[config.mk]
export PLATFORM = sky130hd
export DESIGN_NAME = hue_divider
export DESIGN_NICKNAME = d
export VERILOG_FILES = /design/src/rtl/hue_divider.sv
export SDC_FILE = /design/constraint.sdc
export NUM_CORES = 1
export LEC_CHECK = 0
export BUFFER_PORTS_ARGS = -buffer_cell sky130_fd_sc_hd__buf_2
export CORE_MARGIN = 4
export CORE_UTILIZATION = 56
export CTS_CLUSTER_DIAMETER = 200
export DETAILED_ROUTE_END_ITERATION = 16
export PLACE_DENSITY = 0.78
export SYNTH_ARGS = -nofsm -noshare
export SYNTH_HDL_FRONTEND = slang
export SYNTH_SLANG_ARGS = --single-unit
[constraint.sdc]
create_clock -name i_clk -period 2.25 [get_ports i_clk]
set_input_delay 0.1125 -clock i_clk [delete_from_list [all_inputs] [get_ports i_clk]]
set_output_delay 0.1125 -clock i_clk [all_outputs]
set_load 0.005 [all_outputs]
[src/rtl/hue_divider.sv]
// Pipelined restoring divider: Q8.8 quotient of {dividend, 8'h00} / divisor,
// one quotient bit per stage, fixed 16-cycle latency, no backpressure.
module hue_divider #(
  parameter int DIVIDE_LATENCY = 16
) (
  input  logic        i_clk,
  input  logic        i_rstn,
  input  logic [7:0]  i_dividend,
  input  logic [7:0]  i_divisor,
  input  logic        i_valid,
  output logic [15:0] o_quotient,
  output logic        o_dbz,
  output logic        o_valid
);

  localparam int NS = 16;

  if (DIVIDE_LATENCY != NS) begin : g_bad_latency
    $error("hue_divider: DIVIDE_LATENCY must be 16");
  end

  // Valid/ready: i_valid is taken every cycle with no ready; o_valid pulses
  // once per accepted input exactly NS cycles later, in order.
  logic        valid_q [NS];
  logic        valid_d [NS];
  logic        dbz_q   [NS];
  logic        dbz_d   [NS];
  logic [15:0] quo_q   [NS];
  logic [15:0] quo_d   [NS];
  // The last stage needs no remainder, divisor or numerator carried forward.
  logic [7:0]  rem_q   [NS-1];
  logic [7:0]  rem_d   [NS-1];
  logic [7:0]  div_q   [NS-1];
  logic [7:0]  div_d   [NS-1];
  logic [15:0] num_q   [NS-1];
  logic [15:0] num_d   [NS-1];

  logic [15:0] quotient_q;
  logic        dbz_out_q;
  logic        valid_out_q;

  for (genvar k = 0; k < NS; k++) begin : g_stage
    logic       s_valid;
    logic       s_dbz;
    logic       s_bit;
    logic [7:0] s_rem;
    logic [7:0] s_div;
    logic [8:0] trial;
    logic [7:0] diff;
    logic       take;

    if (k == 0) begin : g_src
      assign s_valid  = i_valid;
      assign s_dbz    = (i_divisor == 8'h00);
      assign s_bit    = i_dividend[7];
      assign s_rem    = 8'h00;
      assign s_div    = i_divisor;
      assign quo_d[k] = {15'h0000, take};
    end else begin : g_src
      assign s_valid  = valid_q[k-1];
      assign s_dbz    = dbz_q[k-1];
      assign s_bit    = num_q[k-1][15];
      assign s_rem    = rem_q[k-1];
      assign s_div    = div_q[k-1];
      assign quo_d[k] = {quo_q[k-1][14:0], take};
    end

    // A zero divisor makes every compare succeed, giving 16'hFFFF.
    assign trial = {s_rem, s_bit};
    assign take  = (trial >= {1'b0, s_div});
    assign diff  = trial[7:0] - s_div;

    assign valid_d[k] = s_valid;
    assign dbz_d[k]   = s_dbz;

    if (k < NS - 1) begin : g_carry
      assign rem_d[k] = take ? diff : trial[7:0];
      assign div_d[k] = s_div;
      if (k == 0) begin : g_num
        assign num_d[k] = {i_dividend[6:0], 9'h000};
      end else begin : g_num
        assign num_d[k] = {num_q[k-1][14:0], 1'b0};
      end
    end
  end

  always_ff @(posedge i_clk) begin
    for (int k = 0; k < NS; k++) begin
      dbz_q[k] <= dbz_d[k];
      quo_q[k] <= quo_d[k];
    end
    for (int k = 0; k < NS - 1; k++) begin
      rem_q[k] <= rem_d[k];
      div_q[k] <= div_d[k];
      num_q[k] <= num_d[k];
    end
  end

  always_ff @(posedge i_clk) begin
    if (!i_rstn) begin
      for (int k = 0; k < NS; k++) begin
        valid_q[k] <= 1'b0;
      end
      valid_out_q <= 1'b0;
      quotient_q  <= 16'h0000;
      dbz_out_q   <= 1'b0;
    end else begin
      for (int k = 0; k < NS; k++) begin
        valid_q[k] <= valid_d[k];
      end
      valid_out_q <= valid_q[NS-1];
      quotient_q  <= valid_q[NS-1] ? quo_q[NS-1] : 16'h0000;
      dbz_out_q   <= valid_q[NS-1] & dbz_q[NS-1];
    end
  end

  assign o_quotient = quotient_q;
  assign o_dbz      = dbz_out_q;
  assign o_valid    = valid_out_q;

endmodule

# == Yosys cells after proc, flatten, opt, wreduce, memory -nomap -nowiden ==
# Memories as Yosys holds them, arrays and structs flattened. A register that Yosys moved wholly into a read port is not among the register bits.
# Cells that the tools add are included.
# classes
n_addsub,15
order_cmp,16
mux,33
n_bitwise,17
reduce_logical,3
# ops
op,count
>= comparator 9 x 8 -> 1 bit,15
two-way mux 8 bit,15
subtractor 8 bit,14
two-way mux 1 bit,18
OR 1 bit,16
>= comparator 1 x 8 -> 1 bit,1
logical NOT 8 bit,1
subtractor 1 x 8 -> 8 bit,1
AND reduction 2 bit,1
AND 1 bit,1
logical NOT 1 bit,1
# word_totals
regBits,2
ramBits,753
inputBits,19
out_inout_bits,18
word_cells,92
mem_count,6
# mem_list
memory,depth,width,read_ports,rd_ports_with_merged_regs,wr,line_no,source
quo_q,16,16,16,1,16,28,logic [15:0] quo_q [NS];
num_q,15,15,15,0,15,35,logic [15:0] num_q [NS-1];
div_q,15,8,15,0,15,33,logic [7:0] div_q [NS-1];
rem_q,15,8,15,0,15,31,logic [7:0] rem_q [NS-1];
dbz_q,16,1,16,0,16,26,logic dbz_q [NS];
valid_q,16,1,16,0,16,24,logic valid_q [NS];

# == Depth between registers and ports, before layout ==
# An unclocked memory read counts as a cell.
# depth
word_depth,3
ltp_mapped,10
ltp_nobuf,9

# == Worst setup path before layout ==
# Ideal clock, no wire load.
# synth_timing
kind,register to register
startpoint,memory div_q[8][1] (netlist: div_q[1][1])
endpoint,memory rem_q[9][2] (netlist: rem_q[1][10])
setup_time_ps,121
arrival_time_ps,2134
t_required_ps,2129
path_slack_ps,-5
path_stages_with_launch,8
path_buffers,0
period_less_slack_ps,2255
path_cell_list,dfxtp_1 -> inv_1 -> ha_1 -> ha_1 -> o31ai_2 -> a21oi_2 -> a2111oi_4 -> mux2_4
# synth_rtl
item,line_no
from (decl),33
to (decl),31

==> results.cfg <==
[status]
status = finished, final reports clean

[die]
die_y_um = 178.6
num_rows = 62
die_x_um = 178.6
dieArea_sq_um = 31910
fp.coreArea_sq_um = 28700
ioPinCount = 37
initial_core_util = 0.5680

[worst_setup_path]
start_kind = register
end_kind = register
critPathLaunch = div_q[1][25]$_DFF_P_
path_cells = inv_1 -> ha_1 -> ha_1 -> a211oi_1 -> o21ai_0 -> a41oi_2 -> mux2_2
r2r_slack_ns = 0.07
cp.arrival_ns = 2.60
cp_slowest_cell = a41oi_2
max_stage_delay_ns = 0.43
crit_type = reg2reg
cp_common_cell = ha_1
crit_fanout = 7
worstPathRequired_ns = 2.67
worstReg2RegStart = div_q[1][25]$_DFF_P_

[yosys]
async_flop_share = 0
ys_ff_latch = 454
synth_top_family_by_area = compound AO/OA/AOI/OAI gates
ys.flop_type = dfxtp_1
synth.avg_cell_area_sq_um = 11.08
synth_xor_xnor_area_share = 0.01934
ys_warn_count = 0
seq_area_frac_synth = 0.5575
synthTopCellsByArea = dfxtp_1 (56%), ha_1 (9.3%), inv_1 (3.9%)
synthMuxAreaShare = 0.05035
yosysUniqueCellTypes = 63
syn_area_sq_um = 16300
yosys.area.top_type = dfxtp_1
synth-edff-count = 0
syn_inst = 1471
syn-num-nets = 1625
synth_compound_area_frac = 0.1269
synthAdderAreaFrac = 0.1101
synthSimpleGateAreaFrac = 0.09379
netlist.area_leader.share = 0.5575

[pwr]
switching_power_uw = 8012
clkPwrFrac = 0.281
p_total_uw = 26540
p_seq_frac = 0.404
p_int_uw = 18530
ir_drop_v = 0.0007871
power.density_nw_per_um2 = 1410
combPwrFrac = 0.315
leakagePower_uw = 0.008692
swShare = 0.3019

[drt]
drtIter0Drc = 426
vias = 10269
viasPerCell = 5.140
wl_mm = 28.51
dr.pass1.iters = 5
antenna_left = 0
wire_per_inst_um = 14.27
drc = 0

[cells_and_area]
post-route-util = 0.6557
fin_nets = 1736
syn_to_final_growth_pct = 15.44
diodes = 0
nFillCells = 2209
final_cells = 1998
design_area_sq_um = 18820
regArea_sq_um = 9089
multi_input_area_sq_um = 6551
drive_gt1_frac = 0.1388

[global_routing]
use_met1 = 0.2280
grt_pass1_vias = 10226
met3_usage = 0.03201
grt_pass1_wl_mm = 47.68
grt_max_degree = 35
use_met2 = 0.3162
antenna_found_initial = 0
overflow = 0
busiest_layer = met2
grt.total_usage = 0.1803

[timing]
slew_viol_final = 0
skew_ns = 0.01480
maxSlewHeadroom = 0.5919
setup_violations = 0
fin_crit_sh = 0.9673
fmax_mhz = 459.5
period_minus_slack_ns = 2.176
finalHoldViolations = 0
setup_tns_ns = 0
worst_pin_slew_ns = 0.6113
rsz0062_at_grt = no

[place]
gp_congestion = 0.8578
hpwl_mm = 19.89
post_dp_cell_area_sq_um = 17050
dp_cells = 1896
port-buffer-count = 36

[clocking]
path_clk_slew_ns = 0.06
cts_tree = yes
clockBufferDepth = 3
insertion_delay_ns = 0.54
clock-root-buffer = clkbuf_16
cts_num_sinks = 454
numCtsBuffers = 44
htreeDepth = 2

[worst_hold_path]
hold_start = i_rstn
hp-class = in2reg

[run]
cap_violations = 0
final timing paths:
check | to | cells after the start
setup / recovery | rem_q[1][35]$_DFF_P_ | 7
hold / removal | valid_q[1][7]$_SDFF_PN0_ | 2
setup reg to reg | rem_q[1][35]$_DFF_P_ | 7
hold reg to reg | dbz_q[1][1]$_DFF_P_ | 0
power by group through the flow:
stage | clock network (uW) | registers (uW) | logic (uW)
global placement | 0 | 10800 | 7670
finish | 7460 | 10700 | 8360
CTS | 7650 | 10700 | 8130
detailed placement | 0 | 10900 | 7970
global route | 7970 | 10900 | 9310
floorplan | 0 | 10500 | 6490
cells in the final DEF, fill, tap and decap left out, drive strengths merged, types with 12 or more instances in the layout:
cell type and count:
a211oi 12, a21o 26, a21oi 70, and2 25, and3 26, buf 61
clkbuf 56, dfxtp 454, dlygate4sd3 17, fa 14, ha 121, inv 172
mux2 50, mux2i 22, nand2 68, nand3 19, nor2 58, nor2b 32
nor3 15, o21a 31, o21ai 67, o31a 14, o31ai 19, xnor2 19
xor2 17
logic make-up after synthesis:
logic type	Yosys count
adders and majority gates	135
and+or+nand+nor	294
buffers and inverters	182
muxes	72
AOI/OAI and AO/OA	298
xor gates and xnor gates	36
DFF	454
state kept, by name, summed over array words and instances (netlist names):
name and flops:
o_quotient 16, dbz_q 16, div_q 120, quo_q 136, num_q 28, rem_q 120, o_dbz 1, valid_q 16
o_valid 1
metrics by stage:
step / setup slack, ns / hold WS (ns)
finish: 0.07358 / 0.1006
global route: 0.002427 / 0.1413
CTS: 0.006037 / 0.1142
detailed placement: -0.008213 / 0.2169
global placement: 0.09232 / 0.2158
floorplan: 0.1207 / 0.1402
worst max-delay path, delay by kind of cell (launching register included):
family / cells / cell delay, ns
AOI/OAI and AO/OA: 3 / 0.72
adders and majority gates: 2 / 0.54
buffers and inverters: 1 / 0.06
DFF: 1 / 0.36
muxes: 1 / 0.39
layer usage:
layer  wire, um  up-vias  part of all wire
met1      12950     4805              0.45
met3       1047       53             0.037
met4        575        0             0.020
li1           -     5271                 -
met2      13940      140              0.49
met5          0        -                 0
synth_stat cells (all sizes together) (15+ instances only):
master,instances
nor2b,32
a21oi,70
o21a,31
o31ai,19
dfxtp,454
o21ai,67
xnor2,19
a21o,26
and3,26
nor2,58
ha,121
nand3,19
nor3,15
and2,25
inv,169
mux2i,22
mux2,50
nand2,68
xor2,17
area by class of cell:
class                   count  share of cell area
clock inverters            22             0.01336
multi-input cells         835              0.3481
flip-flops and latches    454              0.4829
repair buffers             78             0.02945
clock buffers              56             0.06688
well taps                 384             0.02553
inverters                 169             0.03371
repair_timing:
item | CTS | global route
endpoints found under the hold margin | 25 | 0
pin swaps | 0 | 3
buffers inserted | 0 | 7
hold buffers | 17 | 0
setup endpoints to repair | 4 | 22
gates resized for setup | 1 | 5
cloned | 0 | 0
No activity file was read; power rests on OpenSTA's default activity.
